<file path="src/rtl/ctrl_ex_time_rpt.sv">
// Exposure-time setting register: saturating up/down stepping from button levels
// with hold-to-repeat, a lock that freezes the value, and range status flags.
module ctrl_ex_time_rpt #(
  parameter int WIDTH         = 5,
  parameter int MIN_VAL       = 2,
  parameter int MAX_VAL       = 30,
  parameter int INIT_VAL      = 16,
  parameter int REPEAT_DELAY  = 8,
  parameter int REPEAT_PERIOD = 4
) (
  input  logic             clk,
  input  logic             reset,
  input  logic             ex_increase,
  input  logic             ex_decrease,
  input  logic             lock,
  output logic [WIDTH-1:0] ex_init,
  output logic             at_min,
  output logic             at_max,
  output logic             step_pulse
);

  localparam int MAX_DP = (REPEAT_DELAY > REPEAT_PERIOD) ? REPEAT_DELAY : REPEAT_PERIOD;
  localparam int TW     = $clog2(MAX_DP) + 1;

  localparam logic [WIDTH-1:0] MIN_W    = WIDTH'(MIN_VAL);
  localparam logic [WIDTH-1:0] MAX_W    = WIDTH'(MAX_VAL);
  localparam logic [WIDTH-1:0] INIT_W   = WIDTH'(INIT_VAL);
  localparam logic [WIDTH-1:0] ONE_W    = WIDTH'(1'b1);
  localparam logic [TW-1:0]    DLY_LD   = TW'(REPEAT_DELAY - 1);
  localparam logic [TW-1:0]    PER_LD   = TW'(REPEAT_PERIOD - 1);
  localparam logic [TW-1:0]    TMR_ZERO = {TW{1'b0}};
  localparam logic [TW-1:0]    TMR_ONE  = TW'(1'b1);

  if (!(REPEAT_DELAY >= 1 && REPEAT_PERIOD >= 1 && WIDTH >= 1 && WIDTH <= 31 &&
        MIN_VAL >= 0 && MIN_VAL <= INIT_VAL && INIT_VAL <= MAX_VAL &&
        MAX_VAL <= (2 ** WIDTH) - 1)) begin : g_param_err
    $error("ctrl_ex_time_rpt: illegal parameter set");
  end

  typedef enum logic [1:0] {
    ST_IDLE   = 2'd0,
    ST_DELAY  = 2'd1,
    ST_REPEAT = 2'd2
  } state_t;

  state_t           state_r      = ST_IDLE;
  logic             dir_r        = 1'b0;
  logic [TW-1:0]    tmr_r        = {TW{1'b0}};
  logic [WIDTH-1:0] ex_init_r    = INIT_W;
  logic             step_pulse_r = 1'b0;
  logic             at_min_r     = (INIT_VAL == MIN_VAL);
  logic             at_max_r     = (INIT_VAL == MAX_VAL);

  logic             up_s;
  logic             dn_s;
  logic             req_s;
  logic             new_press_s;
  logic             repeat_s;
  logic             step_en_s;
  logic [WIDTH-1:0] step_val_s;
  logic             changed_s;
  logic [WIDTH-1:0] ex_next_s;

  assign up_s  = ex_increase & ~ex_decrease;
  assign dn_s  = ex_decrease & ~ex_increase;
  assign req_s = up_s | dn_s;

  // Step decision and saturated candidate value for this edge
  always_comb begin
    new_press_s = 1'b0;
    repeat_s    = 1'b0;
    if (req_s) begin
      if (state_r == ST_IDLE || up_s != dir_r) begin
        new_press_s = 1'b1;
      end else begin
        repeat_s = (tmr_r == TMR_ZERO);
      end
    end else begin
      new_press_s = 1'b0;
    end

    step_en_s = ~lock & (new_press_s | repeat_s);

    // A saturated step still counts for timing but leaves the value alone
    if (up_s) begin
      step_val_s = (ex_init_r < MAX_W) ? (ex_init_r + ONE_W) : ex_init_r;
    end else begin
      step_val_s = (ex_init_r > MIN_W) ? (ex_init_r - ONE_W) : ex_init_r;
    end

    changed_s = step_en_s & (step_val_s != ex_init_r);
    ex_next_s = changed_s ? step_val_s : ex_init_r;
  end

  // Exposure value, status flags, and repeat FSM
  always_ff @(posedge clk) begin
    if (reset) begin
      ex_init_r    <= INIT_W;
      step_pulse_r <= 1'b0;
      at_min_r     <= (INIT_W == MIN_W);
      at_max_r     <= (INIT_W == MAX_W);
      state_r      <= ST_IDLE;
      dir_r        <= 1'b0;
      tmr_r        <= TMR_ZERO;
    end else begin
      ex_init_r    <= ex_next_s;
      step_pulse_r <= changed_s;
      at_min_r     <= (ex_next_s == MIN_W);
      at_max_r     <= (ex_next_s == MAX_W);

      if (lock) begin
        state_r <= ST_IDLE;
        tmr_r   <= TMR_ZERO;
      end else begin
        case (state_r)
          ST_IDLE: begin
            if (new_press_s) begin
              state_r <= ST_DELAY;
              dir_r   <= up_s;
              tmr_r   <= DLY_LD;
            end else begin
              state_r <= ST_IDLE;
            end
          end
          ST_DELAY, ST_REPEAT: begin
            if (!req_s) begin
              state_r <= ST_IDLE;
              tmr_r   <= TMR_ZERO;
            end else if (new_press_s) begin
              state_r <= ST_DELAY;
              dir_r   <= up_s;
              tmr_r   <= DLY_LD;
            end else if (repeat_s) begin
              state_r <= ST_REPEAT;
              tmr_r   <= PER_LD;
            end else begin
              tmr_r   <= tmr_r - TMR_ONE;
            end
          end
          default: begin
            state_r <= ST_IDLE;
            tmr_r   <= TMR_ZERO;
          end
        endcase
      end
    end
  end

  assign ex_init    = ex_init_r;
  assign step_pulse = step_pulse_r;
  assign at_min     = at_min_r;
  assign at_max     = at_max_r;

endmodule

</file>
<file path="config.mk">
export PLATFORM = sky130hd
export DESIGN_NAME = ctrl_ex_time_rpt
export DESIGN_NICKNAME = d
export VERILOG_FILES = /design/src/rtl/ctrl_ex_time_rpt.sv
export SDC_FILE = /design/constraint.sdc
export NUM_CORES = 1
export LEC_CHECK = 0
export ABC_AREA = 1
export BUFFER_PORTS_ARGS = -buffer_cell sky130_fd_sc_hd__clkbuf_2
export CORE_MARGIN = 5
export CORE_UTILIZATION = 51
export DETAILED_ROUTE_END_ITERATION = 8
export PLACE_DENSITY = 0.78
export SLEW_MARGIN = 40
export SYNTH_ARGS = -nofsm -noshare
export SYNTH_HDL_FRONTEND = slang
export SYNTH_SLANG_ARGS = --single-unit
</file>
<file path="constraint.sdc">
create_clock -name clk -period 1.5 [get_ports clk]
set_input_delay 0.3 -clock clk [delete_from_list [all_inputs] [get_ports clk]]
set_output_delay 0.3 -clock clk [all_outputs]
set_load 0.01 [all_outputs]
</file>
# ---- Word-level counts from Yosys, hierarchy flattened
# Cells that the tools add are included.
# W data, S select, Z words.
dict set report totals {
  in_bits 5
  wordCells 58
  reg_bits 15
}
dict set report classes {
  muxes 21
  bitwise_logic 9
  add_sub_neg 3
  n_eq_ne 9
  n_reduce_logical 7
  order_cmp 2
}
# cell n
set op_table {}
lappend op_table {{$mux W5} 4}
lappend op_table {{$mux W4} 4}
lappend op_table {{$pmux W4 S2} 1}
lappend op_table {{$mux W1} 7}
lappend op_table {{$mux W2} 3}
lappend op_table {{$add A5 B1 Y5 const B} 1}
lappend op_table {{$eq A5 B2 Y1 const B} 1}
lappend op_table {{$eq A5 B5 Y1 const B} 1}
lappend op_table {{$gt A5 B2 Y1 const B} 1}
lappend op_table {{$lt A5 B5 Y1 const B} 1}
lappend op_table {{$ne A5 B5 Y1} 1}
lappend op_table {{$sub A5 B1 Y5 const B} 1}
lappend op_table {{$and A1 B1 Y1} 4}
lappend op_table {{$logic_not A4 Y1} 1}
lappend op_table {{$ne A2 B2 Y1 const B} 2}
lappend op_table {{$ne A4 B4 Y1 const B} 1}
lappend op_table {{$pmux W2 S2} 1}
lappend op_table {{$reduce_or A2 Y1} 2}
lappend op_table {{$sub A4 B1 Y4 const B} 1}
lappend op_table {{$not A1 Y1} 3}
lappend op_table {{$reduce_and A3 Y1} 1}
lappend op_table {{$eq A2 B1 Y1 const B} 1}
lappend op_table {{$eq A2 B2 Y1 const B} 1}
lappend op_table {{$logic_not A2 Y1} 1}
lappend op_table {{other kinds (5)} 6}

# ---- Logic depth before layout (Yosys ltp)
dict set report logic_depth {
  depth_word 11
  depth_mapped 12
  mapped_depth_nobuf 12
}

# ---- Worst setup path before layout
# No wires, ideal clock.
dict set report synth_timing {
  path_kind {input-to-reg}
  startpoint {in ex_decrease}
  endpoint {reg tmr_r[1]}
  required_time_ns 1.378
  arrival_time_ns 1.370
  setup_slack_ns 0.008
  n_path_buf 0
  cell_stages 11
  cell_sequence {inv_1 ha_1 inv_2 a21oi_4 nand2_1 nand2_1 nand2_1 inv_1 nor2_2 o21ai_0 a21oi_1}
}
dict set report synth_via {
  elab_chain_cells 10
}
# element line
set synth_lines {}
lappend synth_lines {{start: declaration} 14} ;# input logic ex_decrease,
lappend synth_lines {{$not A1 Y1 (*)} 64} ;# assign up_s = ex_increase & ~ex_decrease;
lappend synth_lines {{$and A1 B1 Y1 (*)} 64}
lappend synth_lines {{net up_s} 54} ;# logic up_s;
lappend synth_lines {{$ne A1 B1 Y1} 73} ;# if (state_r == ST_IDLE || up_s != dir_r) begin
lappend synth_lines {{$logic_or A1 B1 Y1} 73}
lappend synth_lines {{$mux W1} 73}
lappend synth_lines {{$mux W1} 72} ;# if (req_s) begin
lappend synth_lines {{$mux W4} 133} ;# end else if (repeat_s) begin
lappend synth_lines {{$mux W4} 129} ;# end else if (new_press_s) begin
lappend synth_lines {{$mux W4} 126} ;# if (!req_s) begin
lappend synth_lines {{$pmux W4 S2} 115} ;# case (state_r)
lappend synth_lines {{end signal: assignment} 137} ;# tmr_r <= tmr_r - TMR_ONE;
lappend synth_lines {{end: declaration} 48} ;# logic [TW-1:0] tmr_r = {TW{1'b0}};
# Mark *: on every way through the listed nets, which the timed path passes. The rest lies on a longest branch.
# A chain may end at the register's enable or synchronous reset.

# ---- Final worst setup path
dict set report layout_timing {
  startpoint {reg ex_init_r[4], in the netlist ex_init[4]}
  endpoint {reg at_min_r, in the netlist at_min}
}
dict set report layout_via {
  elab_chain_cells 7
}
# element line
set layout_lines {}
lappend layout_lines {{start: declaration} 49} ;# logic [WIDTH-1:0] ex_init_r = INIT_W;
lappend layout_lines {{start signal: assignment} 106} ;# ex_init_r <= ex_next_s;
lappend layout_lines {{$sub A5 B1 Y5, or another cell as far along} 88} ;# step_val_s = (ex_init_r > MIN_W) ? (ex_init_r - ONE_W) : ex_init_r;
lappend layout_lines {{$mux W5 (on tied branches)} {88, 86}}
lappend layout_lines {{$mux W5} 85} ;# if (up_s) begin
lappend layout_lines {{$ne A5 B5 Y1} 91} ;# changed_s = step_en_s & (step_val_s != ex_init_r);
lappend layout_lines {{$and A1 B1 Y1} 91}
lappend layout_lines {{$mux W5 (*)} 92} ;# ex_next_s = changed_s ? step_val_s : ex_init_r;
lappend layout_lines {{$eq A5 B2 Y1 (*)} 108} ;# at_min_r <= (ex_next_s == MIN_W);
lappend layout_lines {{end signal: assignment} 100} ;# at_min_r <= (INIT_W == MIN_W);
lappend layout_lines {{end signal: assignment} 108}
lappend layout_lines {{end: declaration} 51} ;# logic at_min_r = (INIT_VAL == MIN_VAL);
# Every way passes the cells marked *; elsewhere a longest branch is shown, timed or not.

==> impl_metrics.ini <==
[outcome]
status = completed

[synthesis]
synth_area_sq_um = 1146
syn-instance-count = 183
synth_common_cells = nand2_1 (61), inv_1 (30), nor2_1 (16), dfxtp_1 (15), a21oi_1 (11)
ys_ff_latch = 15
ys_top_cells_by_area = dfxtp_1 (26%), nand2_1 (20%), inv_1 (9.8%)
yosysSeqAreaShare_pct = 26.20
yosys_warnings = 0
synth_top_area_share_pct = 26.20
synthFlopType = dfxtp_1
synth_edf_count = 0
synth_top_area_cell = dfxtp_1
syn_avg_cell_area_sq_um = 6.263
mappedNetlistNets = 194
synth_most_common_cell = nand2_1
async_reset_ff_share_pct = 0
synthDistinctLibCells = 25

[routing]
num_vias = 1323
wl_per_cell_um = 12.67
drc_errors = 0
final_antenna_net_count = 0
dr.first_iter.drc_count = 49
firstDrtPassIters = 4
viasPerCell = 5.128
routed_wl_um = 3268

[sta]
setup_viol = 0
fin_ws_ps = 13.84
max_freq_ghz = 0.6729
rsz0062_at_grt = yes
worst-slew-pin-transition_ps = 262.3
fin_setup_tns_ps = 0
drv_slew = 0
period_needed_ps = 1486
fin_skew_ps = 6.790
timing.hold.ws_ps = 277.0
relSlewSlack_pct = 82.49
final-hold-violation-count = 0
fin_crit_sh_pct = 99.08

[layout]
layout-drive-gt1-share_pct = 40.00
area_growth_pct = 40.50
finish.instance_area_sq_um = 1610
diodes = 0
final_nets = 242

[power_and_ir_drop]
power_density_nw_per_um2 = 764.1
total_power_mw = 1.230
leakagePower_nw = 0.7922
irDropWorstVdd_v = 0.0007198

[critical_path]
cp.arrival_ps = 1720
worstPathMaxFanout = 7
worstRegToRegCells = 10
worstSetupPathType = reg -> reg
crit_start = ex_init[4]
rr_startpoint = ex_init[4]
cp-start-kind = flop
worstSetupEndpointType = flop
cp_data_required_time_ps = 1730
r2r_setup_slack_ps = 10
crit_end = at_min
worstReg2RegEnd = at_min

[floorplanning]
pin_count = 13
num_rows = 17
start_util_pct = 52.83
die_height_um = 57.41
core_area_sq_um = 2170
die_w_um = 57.41
die_area_sq_um = 3295

[global_route]
antenna_found_initial = 0
grt_pass1_vias = 1178
grt-ovfl-total = 0
grt_pass1_wl_um = 4754
grt_util_all_layers_pct = 17.71
grt_max_degree = 11

[placement]
hpwl_um = 2388
place_ws_ps = -162.7
place_area_sq_um = 1429
gp_congestion = 0.8835
io_buffers = 12

[clock_tree]
clkSinkCount = 15
cts_buffers = 3
cts_tree = done
clk_pin_slew_worst_paths_ps = 100
cts-htree-levels = 1
cts_root_buf = clkbuf_4
clk_latency_ps = 290
clockBufferDepth = 2
hold_buffers = 0

[min_path]
holdCritPathClass = in -> reg
hold_path_depth = 2

[job]
cap_violations = 0
==> where the power goes <==
| group | switching (mW) | internal (mW) | leakage (nW) |
|---|---|---|---|
| registers | 0.0276 | 0.427 | 0.126 |
| clock network | 0.137 | 0.0990 | 0.0177 |
| logic | 0.313 | 0.227 | 0.648 |
| total | 0.477 | 0.753 | 0.792 |
==> registers in the layout, summed over array words and instances (netlist names) <==
signal	flops
ex_init	5
tmr_r	4
state_r	2
at_max	1
at_min	1
dir_r	1
step_pulse	1
==> worst max-delay path, stage by stage (launching register included) <==
cell and delay [ps]:
dfxtp_1 390, nand2_1 120, o21ai_4 220, nand2_2 140
inv_2 90, nor2_4 60, nand2_1 60, nand2_1 60
nor2_2 130, nand2_1 70, nor2_1 100
==> cells in the final DEF, fill, tap and decap left out, types with 2 or more instances in the layout <==
master and n:
inv_1 24, nand2_1 59, dfxtp_4 2, o21ai_1 5
o21ai_0 3, buf_4 32, nand2_2 3, clkbuf_4 3
inv_2 8, a31oi_1 2, ha_1 3, a21oi_2 4
dfxtp_2 5, nor2_1 12, ha_4 2, nand4_1 3
clkbuf_2 12, nand3_1 8, a21oi_1 7, o21ai_2 2
nor2_2 7, nand3_4 3, xor2_1 2, dfxtp_1 8
==> stage by stage <==
| stage | std cells | util [%] |
|---|---|---|
| 5_1_grt | 258 | 74.22 |
| 6_report | 258 | 74.22 |
| 3_3_place_gp | 248 | 65.86 |
| 4_1_cts | 255 | 69.43 |
| 3_5_place_dp | 248 | 65.86 |
| 2_1_floorplan | 183 | - |
==> layout make-up <==
class / instances / area (sq um)
inverter: 32 / 120.1
multi-input combinational: 135 / 813.3
timing repair buffer: 44 / 300.3
clock buffer: 3 / 22.52
sequential: 15 / 314.1
fill: 165 / 559.3
clock inverter: 1 / 5.005
tap: 28 / 35.03
==> routing by layer <==
metal	track usage [%]	part of all wire (%)
met1	19.16	38
met2	34.52	55
met5	0	0
met4	6.291	2.8
met3	2.036	4.2
==> cells by family after synthesis <==
logic type      count (synthesis)  share of synthesized area, %
xor+xnor                        3                         2.293
fa+ha+maj                       6                         6.550
buf+inv                        34                         11.79
compound gates                 25                         12.44
flops                          15                         26.20
simple gates                  100                         40.72
==> repair_timing <==
action	in CTS	in global routing
gates resized for setup	12	30
buffers inserted	3	2
pin swaps	6	13
gates cloned	0	1
setup endpoints to repair	9	13
==> worst min-delay path by stage <==
stage	startpoint	end	slack, ps
floorplan	reset	ex_init[0]	370
global placement	tmr_r[3]	tmr_r[3]	450
detailed placement	tmr_r[0]	tmr_r[0]	470
CTS	reset	step_pulse	260
global route	reset	step_pulse	270
finish	reset	step_pulse	280
No activity file was read; power rests on OpenSTA's default activity.
